**src/rtl/color_pkg.sv**
```systemverilog
// Shared types for the colour unpacker and the downstream colouring checker.
package color_pkg;

  typedef logic [1:0] color_t;

  localparam int COLORS_PER_BYTE = 4;

  // Colour encodings shared with the checker.
  typedef enum logic [1:0] {
    C0 = 2'b00,
    C1 = 2'b01,
    C2 = 2'b10,
    C3 = 2'b11
  } color_code_e;

  // Holder FSM: EMPTY waits for a byte, HOLD walks the four colour slots.
  typedef enum logic {
    HOLDER_EMPTY,
    HOLDER_HOLD
  } holder_state_t;

  // One FIFO entry: the packed byte plus its end-of-frame marker.
  typedef struct packed {
    logic       last;
    logic [7:0] data;
  } fifo_entry_t;

  // Colour slot idx of a packed byte, slot 0 in the LSB pair.
  function automatic color_t pick_color(input logic [7:0] b, input logic [1:0] idx);
    return b[{idx, 1'b0} +: 2];
  endfunction

endpackage

```
**src/rtl/color_fifo.sv**
```systemverilog
// Small synchronous FIFO with async reset and sync flush; head shows the oldest entry.
module color_fifo #(
  parameter int DEPTH = 4,
  parameter int WIDTH = 9
) (
  input  logic             clk,
  input  logic             rst_n,
  input  logic             flush,
  input  logic             wr_en,
  input  logic [WIDTH-1:0] wr_data,
  input  logic             rd_en,
  output logic             full,
  output logic             empty,
  output logic [WIDTH-1:0] head
);

  localparam int AW = (DEPTH > 1) ? $clog2(DEPTH) : 1;

  logic [AW:0]      wr_ptr_q, wr_ptr_d;
  logic [AW:0]      rd_ptr_q, rd_ptr_d;
  logic [WIDTH-1:0] mem_q [DEPTH];
  logic [WIDTH-1:0] mem_d [DEPTH];

  // Pointers carry one wrap bit so full and empty are distinguishable.
  assign empty = (wr_ptr_q == rd_ptr_q);
  assign full  = (wr_ptr_q[AW] != rd_ptr_q[AW]) && (wr_ptr_q[AW-1:0] == rd_ptr_q[AW-1:0]);
  assign head  = mem_q[rd_ptr_q[AW-1:0]];

  // Next pointers and storage; flush discards everything queued.
  always_comb begin
    wr_ptr_d = wr_ptr_q;
    rd_ptr_d = rd_ptr_q;
    mem_d    = mem_q;
    if (flush) begin
      wr_ptr_d = '0;
      rd_ptr_d = '0;
    end else begin
      if (wr_en && !full) begin
        mem_d[wr_ptr_q[AW-1:0]] = wr_data;
        wr_ptr_d = wr_ptr_q + 1'b1;
      end
      if (rd_en && !empty) begin
        rd_ptr_d = rd_ptr_q + 1'b1;
      end
    end
  end

  // State registers.
  always_ff @(posedge clk or negedge rst_n) begin
    if (!rst_n) begin
      wr_ptr_q <= '0;
      rd_ptr_q <= '0;
      for (int i = 0; i < DEPTH; i++) begin
        mem_q[i] <= '0;
      end
    end else begin
      wr_ptr_q <= wr_ptr_d;
      rd_ptr_q <= rd_ptr_d;
      mem_q    <= mem_d;
    end
  end

endmodule

```
**src/rtl/color_unpacker.sv**
```systemverilog
// Byte-to-colour unpacker: FIFO-buffered packed bytes out as one 2-bit colour per
// handshake, LSB pair first, with frame start/end markers and a frame colour counter.
module color_unpacker
  import color_pkg::*;
#(
  parameter int FIFO_DEPTH = 4,
  parameter int CNT_W      = 16
) (
  input  logic             clk,
  input  logic             rst_n,
  input  logic             flush,
  input  logic [7:0]       in_data,
  input  logic             in_last,
  input  logic             in_valid,
  output logic             in_ready,
  output logic [1:0]       out_color,
  output logic             out_valid,
  input  logic             out_ready,
  output logic             out_sof,
  output logic             out_last,
  output logic [CNT_W-1:0] frame_cnt
);

  localparam logic [1:0] LAST_IDX = 2'(COLORS_PER_BYTE - 1);
  localparam int         ENTRY_W  = $bits(fifo_entry_t);

  fifo_entry_t   wr_entry;
  fifo_entry_t   fifo_head;
  logic          fifo_full;
  logic          fifo_empty;
  logic          fifo_wr;
  logic          load;
  logic          handshake;

  holder_state_t state_q, state_d;
  logic [1:0]    idx_q, idx_d;
  logic [7:0]    byte_q, byte_d;
  logic          last_q, last_d;
  logic          sof_pend_q, sof_pend_d;
  logic [CNT_W-1:0] frame_cnt_q, frame_cnt_d;

  // A byte offered during flush is dropped even though in_ready may be high.
  assign wr_entry  = '{last: in_last, data: in_data};
  assign fifo_wr   = in_valid && !fifo_full && !flush;
  assign in_ready  = !fifo_full;
  assign handshake = out_valid && out_ready;
  assign frame_cnt = frame_cnt_q;

  color_fifo #(
    .DEPTH (FIFO_DEPTH),
    .WIDTH (ENTRY_W)
  ) u_fifo (
    .clk     (clk),
    .rst_n   (rst_n),
    .flush   (flush),
    .wr_en   (fifo_wr),
    .wr_data (wr_entry),
    .rd_en   (load),
    .full    (fifo_full),
    .empty   (fifo_empty),
    .head    (fifo_head)
  );

  // Output view of the holder; colour forced to C0 while nothing is held.
  always_comb begin
    out_valid = (state_q == HOLDER_HOLD);
    out_color = out_valid ? pick_color(byte_q, idx_q) : color_t'(C0);
    out_sof   = out_valid && sof_pend_q;
    out_last  = out_valid && last_q && (idx_q == LAST_IDX);
  end

  // Holder FSM, frame marker and counter next-state; flush overrides all of it.
  always_comb begin
    state_d     = state_q;
    idx_d       = idx_q;
    byte_d      = byte_q;
    last_d      = last_q;
    sof_pend_d  = sof_pend_q;
    frame_cnt_d = frame_cnt_q;
    load        = 1'b0;

    if (flush) begin
      state_d     = HOLDER_EMPTY;
      idx_d       = '0;
      sof_pend_d  = 1'b1;
      frame_cnt_d = '0;
    end else begin
      case (state_q)
        HOLDER_EMPTY: begin
          if (!fifo_empty) begin
            load    = 1'b1;
            state_d = HOLDER_HOLD;
            idx_d   = '0;
            byte_d  = fifo_head.data;
            last_d  = fifo_head.last;
          end
        end
        HOLDER_HOLD: begin
          if (handshake) begin
            if (idx_q == LAST_IDX) begin
              idx_d = '0;
              if (!fifo_empty) begin
                load   = 1'b1;
                byte_d = fifo_head.data;
                last_d = fifo_head.last;
              end else begin
                state_d = HOLDER_EMPTY;
              end
            end else begin
              idx_d = idx_q + 1'b1;
            end
          end
        end
        default: begin
          state_d = HOLDER_EMPTY;
          idx_d   = '0;
        end
      endcase

      if (handshake) begin
        if (sof_pend_q) begin
          frame_cnt_d = CNT_W'(1);
        end else if (frame_cnt_q != {CNT_W{1'b1}}) begin
          frame_cnt_d = frame_cnt_q + 1'b1;
        end
        sof_pend_d = out_last;
      end
    end
  end

  // State registers; reset leaves the block waiting for the start of a frame.
  always_ff @(posedge clk or negedge rst_n) begin
    if (!rst_n) begin
      state_q     <= HOLDER_EMPTY;
      idx_q       <= '0;
      byte_q      <= '0;
      last_q      <= 1'b0;
      sof_pend_q  <= 1'b1;
      frame_cnt_q <= '0;
    end else begin
      state_q     <= state_d;
      idx_q       <= idx_d;
      byte_q      <= byte_d;
      last_q      <= last_d;
      sof_pend_q  <= sof_pend_d;
      frame_cnt_q <= frame_cnt_d;
    end
  end

endmodule

```
**config.mk**
```make
export PLATFORM = sky130hd
export DESIGN_NAME = color_unpacker
export DESIGN_NICKNAME = d
export VERILOG_FILES = /design/src/rtl/color_pkg.sv /design/src/rtl/color_fifo.sv /design/src/rtl/color_unpacker.sv
export SDC_FILE = /design/constraint.sdc
export NUM_CORES = 1
export LEC_CHECK = 0
export CORE_ASPECT_RATIO = 1.5
export CORE_UTILIZATION = 57
export DETAILED_ROUTE_END_ITERATION = 10
export GPL_TIMING_DRIVEN = 0
export PLACE_DENSITY_LB_ADDON = 0.1
export SYNTH_ARGS = -nofsm -noshare
export SYNTH_HDL_FRONTEND = slang
export SYNTH_SLANG_ARGS = --single-unit
export TNS_END_PERCENT = 50
```
**constraint.sdc**
```tcl
create_clock -name clk -period 2.5 [get_ports clk]
set_input_delay 0.5 -clock clk [delete_from_list [all_inputs] [get_ports clk]]
set_output_delay 0.5 -clock clk [all_outputs]
set_load 0.05 [all_outputs]
```
==> results.toml, run 1 <==
[outcome]
outcome = "finished clean"

[yosys]
synth_top_family_by_area = "multiplexers"
yosysWarnings = 0
synth_cell_types = 57
syn_inst = 289
syn_area_mm2 = 0.003627
synth-compound-area-share_pct = 10.52
synthAdderAreaFrac_pct = 2.415
postSynthAreaPerCell_um2 = 12.55
yosys-top-cells-count = "dfrtp_1, mux2_2, a21oi_1, nand2_1, nand3_1"
syn_nets = 310
synth-edff-count = 0
synthArstFlopShare_pct = 100.0
ys_seq_area_share_pct = 49.02
synth_top_area_share_pct = 48.29
yosys.area_share.simple_pct = 12.21
synth_top_cell_by_area = "dfrtp_1"
synth-seq-cells = 71
synthMuxAreaShare_pct = 21.49
synth_flop_cell = "dfrtp_1"
synthTopCellsByArea = "dfrtp_1, mux2_2, mux4_2"
synthXorXnorAreaFrac_pct = 1.932
synth_most_common_cell = "dfrtp_1"

[timing]
timing.final.crit_share_pct = 96.49
worst_pin_slew_ps = 877.1
fin_skew_ps = 7.651
fmax_mhz = 414.6
hold_viol_final = 0
setup_viol = 0
maxSlewHeadroom_pct = 41.53
drv_slew = 0
post-route-min-period_ps = 2412
rsz0062_at_grt = "false"

[drt]
vias_per_cell = 6.150
drt-pass1-iter-count = 4
via_count = 2534
wl_um = 7081
drc = 0
ant_nets = 0
drt-initial-drc-count = 113
wl_per_cell_um = 17.19

[power]
powerDensity_mw_per_mm2 = 861.7
p_sw_share_pct = 30.32
switching_power_mw = 1.120
p_int_mw = 2.574
p_seq_share_pct = 43.9
power.share.clock_pct = 27.1
power_frac_comb_pct = 29.0
vdd_drop_max_mv = 0.6619
power_leakage_nw = 1.822

[final_layout]
syn_to_final_growth_pct = 18.18
drive_above_1_share_pct = 28.11
antenna_cells = 0
fin_nets = 354
finish.utilization_pct = 69.92
finalInstanceArea_mm2 = 0.004287

[die]
dieWidth_um = 67.14
die_h_um = 99.70
ios = 36
die_area_mm2 = 0.006693
initial_core_util_pct = 59.16
coreArea_mm2 = 0.006131
rows = 35

[global_routing]
gr-total-overflow = 0
grt_pass1_wl_um = 11720
track_usage_pct = 24.25
antenna_found_initial = 0
grt_max_degree = 72
grt_pass1_vias = 2455

[clocking]
cts_buffers = 9
cts.sinks = 71
clk_path_buf_depth = 2
clkSlewWorstSetupHoldPaths_ps = 70
tritoncts = "built"
ctsHoldBuffers = 0
htreeDepth = 3
root_buffer = "clkbuf_8"
clk_latency_ps = 340

[worst_setup_path]
critPathKind = "flop to output pin"
required_ps = 2000
r2r_end = "frame_cnt[1]"
r2r_start = "frame_cnt[0]"
critPathMaxFanout = 7
r2r_cells = 5
worstPathArrival_ps = 1910
startpoint_type = "flop"
cp-end-kind = "output pin"
regToRegSetupSlack_ps = 390

[place]
place_area_mm2 = 0.004048
hpwl_um = 5013
routabilityCongestion = 0.8245
portBuffers = 33

[worst_hold_path]
min_path_type = "input pin to asynchronous set/reset pin"

[run]
drv_cap = 0
cells by family after synthesis:
family | after synthesis
DFF | 71
buffers and inverters | 20
adders and majority gates | 7
muxes | 58
xor gates and xnor gates | 8
and+or+nand+nor | 74
AOI/OAI and AO/OA | 51
repair_timing:
action,in CTS,in global routing
endpoints found under the hold margin,0,0
setup endpoints to repair,5,3
gates resized for setup,7,3
setup buffers,0,0
critical path, cell delays in order (launching register included):
cell and delay [ps]:
dfrtp_1 450, xor2_2 260, or3_4 410, clkdlybuf4s15_1 460
registers in the layout, summed over array words and instances (netlist names):
| signal | count |
|---|---|
| byte_q | 8 |
| frame_cnt | 16 |
| idx_q | 2 |
| last_q | 1 |
| out_valid | 1 |
| sof_pend_q | 1 |
| u_fifo.mem_q | 36 |
| u_fifo.rd_ptr_q | 3 |
| u_fifo.wr_ptr_q | 3 |
final cells by class:
| class | count | area, µm² |
|---|---|---|
| clock inverter | 7 | 96.34 |
| inverter | 7 | 26.28 |
| buffer | 13 | 61.31 |
| clock buffer | 9 | 123.9 |
| fill | 472 | 1844 |
| multi-input combinational | 198 | 1784 |
| sequential | 71 | 1779 |
| timing repair buffer | 33 | 322.8 |
| tap | 74 | 92.59 |
stage by stage:
step / hold WS [ps] / power, mW / setup TNS (ps) / setup WS (ps) / instances
2_1_floorplan: 204.4 / 2.442 / 0 / 320.4 / 289
3_3_place_gp: 481.5 / 2.695 / -106200 / -1514 / 396
3_5_place_dp: 488.7 / 2.735 / -32.86 / -32.86 / 396
4_1_cts: 306.7 / 3.739 / 0 / 29.76 / 412
5_1_grt: 349.6 / 3.908 / 0 / 9.855 / 412
6_report: 266.8 / 3.694 / 0 / 87.86 / 412
power groups by stage:
stage	registers, mW	logic [mW]	clock network [mW]
2_1_floorplan	1.62	0.824	0
3_3_place_gp	1.62	1.07	0
3_5_place_dp	1.64	1.10	0
4_1_cts	1.62	1.09	1.03
5_1_grt	1.66	1.16	1.08
6_report	1.62	1.07	1.00
cell usage in the layout, fill, tap and decap left out, types with 7 or more instances in the layout:
| master | netlist | final |
|---|---|---|
| dfrtp_1 | 70 | 69 |
| inv_1 | 7 | 7 |
| clkbuf_8 | 0 | 9 |
| clkbuf_1 | 8 | 8 |
| clkdlybuf4s50_1 | 0 | 27 |
| mux2_2 | 45 | 45 |
| ha_1 | 7 | 7 |
| nand3_1 | 13 | 13 |
| mux4_2 | 11 | 11 |
| a21oi_1 | 14 | 14 |
| nand2_1 | 14 | 14 |
| nor2_1 | 7 | 7 |
worst max path at each step:
stage / slack, ps / endpoint / startpoint
2_1_floorplan: 320 / frame_cnt[15] / frame_cnt[0]
3_3_place_gp: -1510 / u_fifo.mem_q[6] / rst_n
3_5_place_dp: -30 / in_ready / u_fifo.wr_ptr_q[1]
4_1_cts: 30 / out_color[0] / idx_q[0]
5_1_grt: 10 / in_ready / u_fifo.wr_ptr_q[1]
6_report: 90 / in_ready / u_fifo.wr_ptr_q[1]
layer usage:
layer	vias to the layer above	global-route usage (%)	wire, µm
met5	-	0	0
met4	0	12.93	235
met3	20	4.702	252
met2	69	40.46	3726
met1	1260	28.76	2866
li1	1185	-	-
(Power assumes the default switching activity.)
==> run 2: changes to the inputs <==
--- a/config.mk
+++ b/config.mk
@@ -7,9 +7,11 @@
 export LEC_CHECK = 0
 export CORE_ASPECT_RATIO = 1.5
 export CORE_UTILIZATION = 57
+export CTS_CLUSTER_SIZE = 40
 export DETAILED_ROUTE_END_ITERATION = 10
 export GPL_TIMING_DRIVEN = 0
 export PLACE_DENSITY_LB_ADDON = 0.1
+export SLEW_MARGIN = 0
 export SYNTH_ARGS = -nofsm -noshare
 export SYNTH_HDL_FRONTEND = slang
 export SYNTH_SLANG_ARGS = --single-unit
==> results of run 2 <==
Final layout, timing and power as in run 1 (identical DEF).
==> run 3: changes to the inputs <==
--- a/config.mk
+++ b/config.mk
@@ -9,7 +9,7 @@
 export CORE_UTILIZATION = 57
 export CTS_CLUSTER_SIZE = 40
 export DETAILED_ROUTE_END_ITERATION = 10
-export GPL_TIMING_DRIVEN = 0
+export GPL_TIMING_DRIVEN = 1
 export PLACE_DENSITY_LB_ADDON = 0.1
 export SLEW_MARGIN = 0
 export SYNTH_ARGS = -nofsm -noshare
==> results.toml, run 3 (synthesis gave the netlist of run 1 again) <==
[timing]
timing.final.crit_share_pct = 92.49
fin_skew_ps = 11.29
maxSlewHeadroom_pct = 53.32
worst_slack_ps = 187.8
fmax_mhz = 432.5
tns_ps = 0
hold_viol_final = 0
worst_pin_slew_ps = 698.6
rsz0062_at_grt = "false"
post-route-min-period_ps = 2312
setup_viol = 0
drv_slew = 0

[final_layout]
syn_to_final_growth_pct = 19.21
final_cell_mix = "dfrtp_1, mux2_2, clkdlybuf4s50_1"
nFillCells = 439
final_common_cell = "dfrtp_1"
top_register = "u_fifo.mem_q"
ff_latch_area_mm2 = 0.001778
fin_nets = 357
multi_input_area_mm2 = 0.001762
antenna_cells = 0
layoutNonFillerInstCount = 415
largest_register_ffs = 36
drive_above_1_share_pct = 30.79

[power]
p_int_mw = 2.528
p_sw_share_pct = 30.90
power.share.clock_pct = 25.0
power_frac_comb_pct = 30.0
power_mw = 3.658
power_leakage_nw = 1.871
p_seq_share_pct = 45.0
vdd_drop_max_mv = 0.5458
switching_power_mw = 1.131
powerDensity_mw_per_mm2 = 846.0

[drt]
vias_per_cell = 6.147
drc = 0
drt-initial-drc-count = 156
ant_nets = 0
wl_per_cell_um = 17.74
via_count = 2551
wl_um = 7364
drt-pass1-iter-count = 4

[worst_hold_path]
min_path_type = "input pin to asynchronous set/reset pin"

[clocking]
cts.sinks = 71
clk_latency_ps = 340
root_buffer = "clkbuf_8"
clkSlewWorstSetupHoldPaths_ps = 70
clk_path_buf_depth = 2
cts_buffers = 9
htreeDepth = 3
cts.repair.resized = 0
ctsHoldBuffers = 0
tritoncts = "built"
postCtsSetupBuffers = 0

[global_routing]
antenna_found_initial = 0
grt_pass1_vias = 2530
track_usage_pct = 25.16
grt_max_degree = 72
grt_pass1_wl_um = 12290
gr-total-overflow = 0

[worst_setup_path]
critPathKind = "flop to output pin"
regToRegSetupSlack_ps = 470
crit_family = "buffers and inverters"
worstPathCellList = "clkdlybuf4s50_1"
startpoint_type = "flop"
crit_slowest_cell = "clkdlybuf4s50_1"
required_ps = 2000
cp_num_buf_inv = 1
worstPathArrival_ps = 1810
max_stage_delay_ps = 880
cp-end-kind = "output pin"
critPathMaxFanout = 15

[die]
rows = 35
dieWidth_um = 67.14
coreArea_mm2 = 0.006131
die_area_mm2 = 0.006693
initial_core_util_pct = 59.16
ios = 36
die_h_um = 99.70

[run]
drv_cap = 0

[place]
portBuffers = 35
routabilityCongestion = 0.8449
place_ws_ps = 228.3
hpwl_um = 5278
dpl.cell_count = 399

[outcome]
outcome = "finished clean"
[run 3: changes by cell type in the layout (fill, tap and decap cells not counted), moves of 2 or more]
cell             before  now
buf_12                0    2
dlygate4sd2_1         4    0
clkinv_4              2    0
clkdlybuf4s50_1      27   29
buf_4                 2   16
xor2_2                2    0
clkbuf_1              8    1
buf_1                 2    0
xor2_1                4    6
[run 3: cell type report]
type / count / area share [%]
multi-input combinational: 198 / 40.74
inverter: 7 / 0.6076
tap: 74 / 2.141
clock inverter: 5 / 1.302
clock buffer: 11 / 3.270
sequential: 71 / 41.12
timing repair buffer: 49 / 10.82
[run 3: per-stage QoR]
stage	instance area, µm²	hold slack [ps]	util (%)
after floorplan	3627	204.4	-
after global placement	4124	482.7	67.27
after detailed placement	4124	493.2	67.27
after CTS	4322	184.9	70.49
after global routing	4324	194.5	70.53
final	4324	171.3	70.53
[run 3: metal layers]
layer  GRT usage, %  up-vias  wire length [µm]
met5              0        -                 0
met4          12.11        0               119
met3          4.817       10               223
met2          42.15       61              4027
met1          30.31     1288              2993
li1               -     1192                 -
[run 3: worst paths after layout]
check                                   end  depth (start not counted)          startpoint
setup / recovery                  out_valid                          1           out_valid
hold / removal                frame_cnt[10]                          2               rst_n
setup reg to reg           u_fifo.mem_q[34]                          4  u_fifo.wr_ptr_q[0]
hold reg to reg                   byte_q[2]                          1           byte_q[2]
max in group asynchronous        sof_pend_q                          2               rst_n
min in group clk                  byte_q[2]                          1           byte_q[2]
[run 3: power by group through the flow]
stage	combinational (mW)	sequential, mW	clock [mW]
global route	1.18	1.69	0.985
CTS	1.11	1.65	0.935
detailed placement	1.11	1.67	0
floorplan	0.824	1.62	0
global placement	1.07	1.64	0
finish	1.10	1.65	0.914
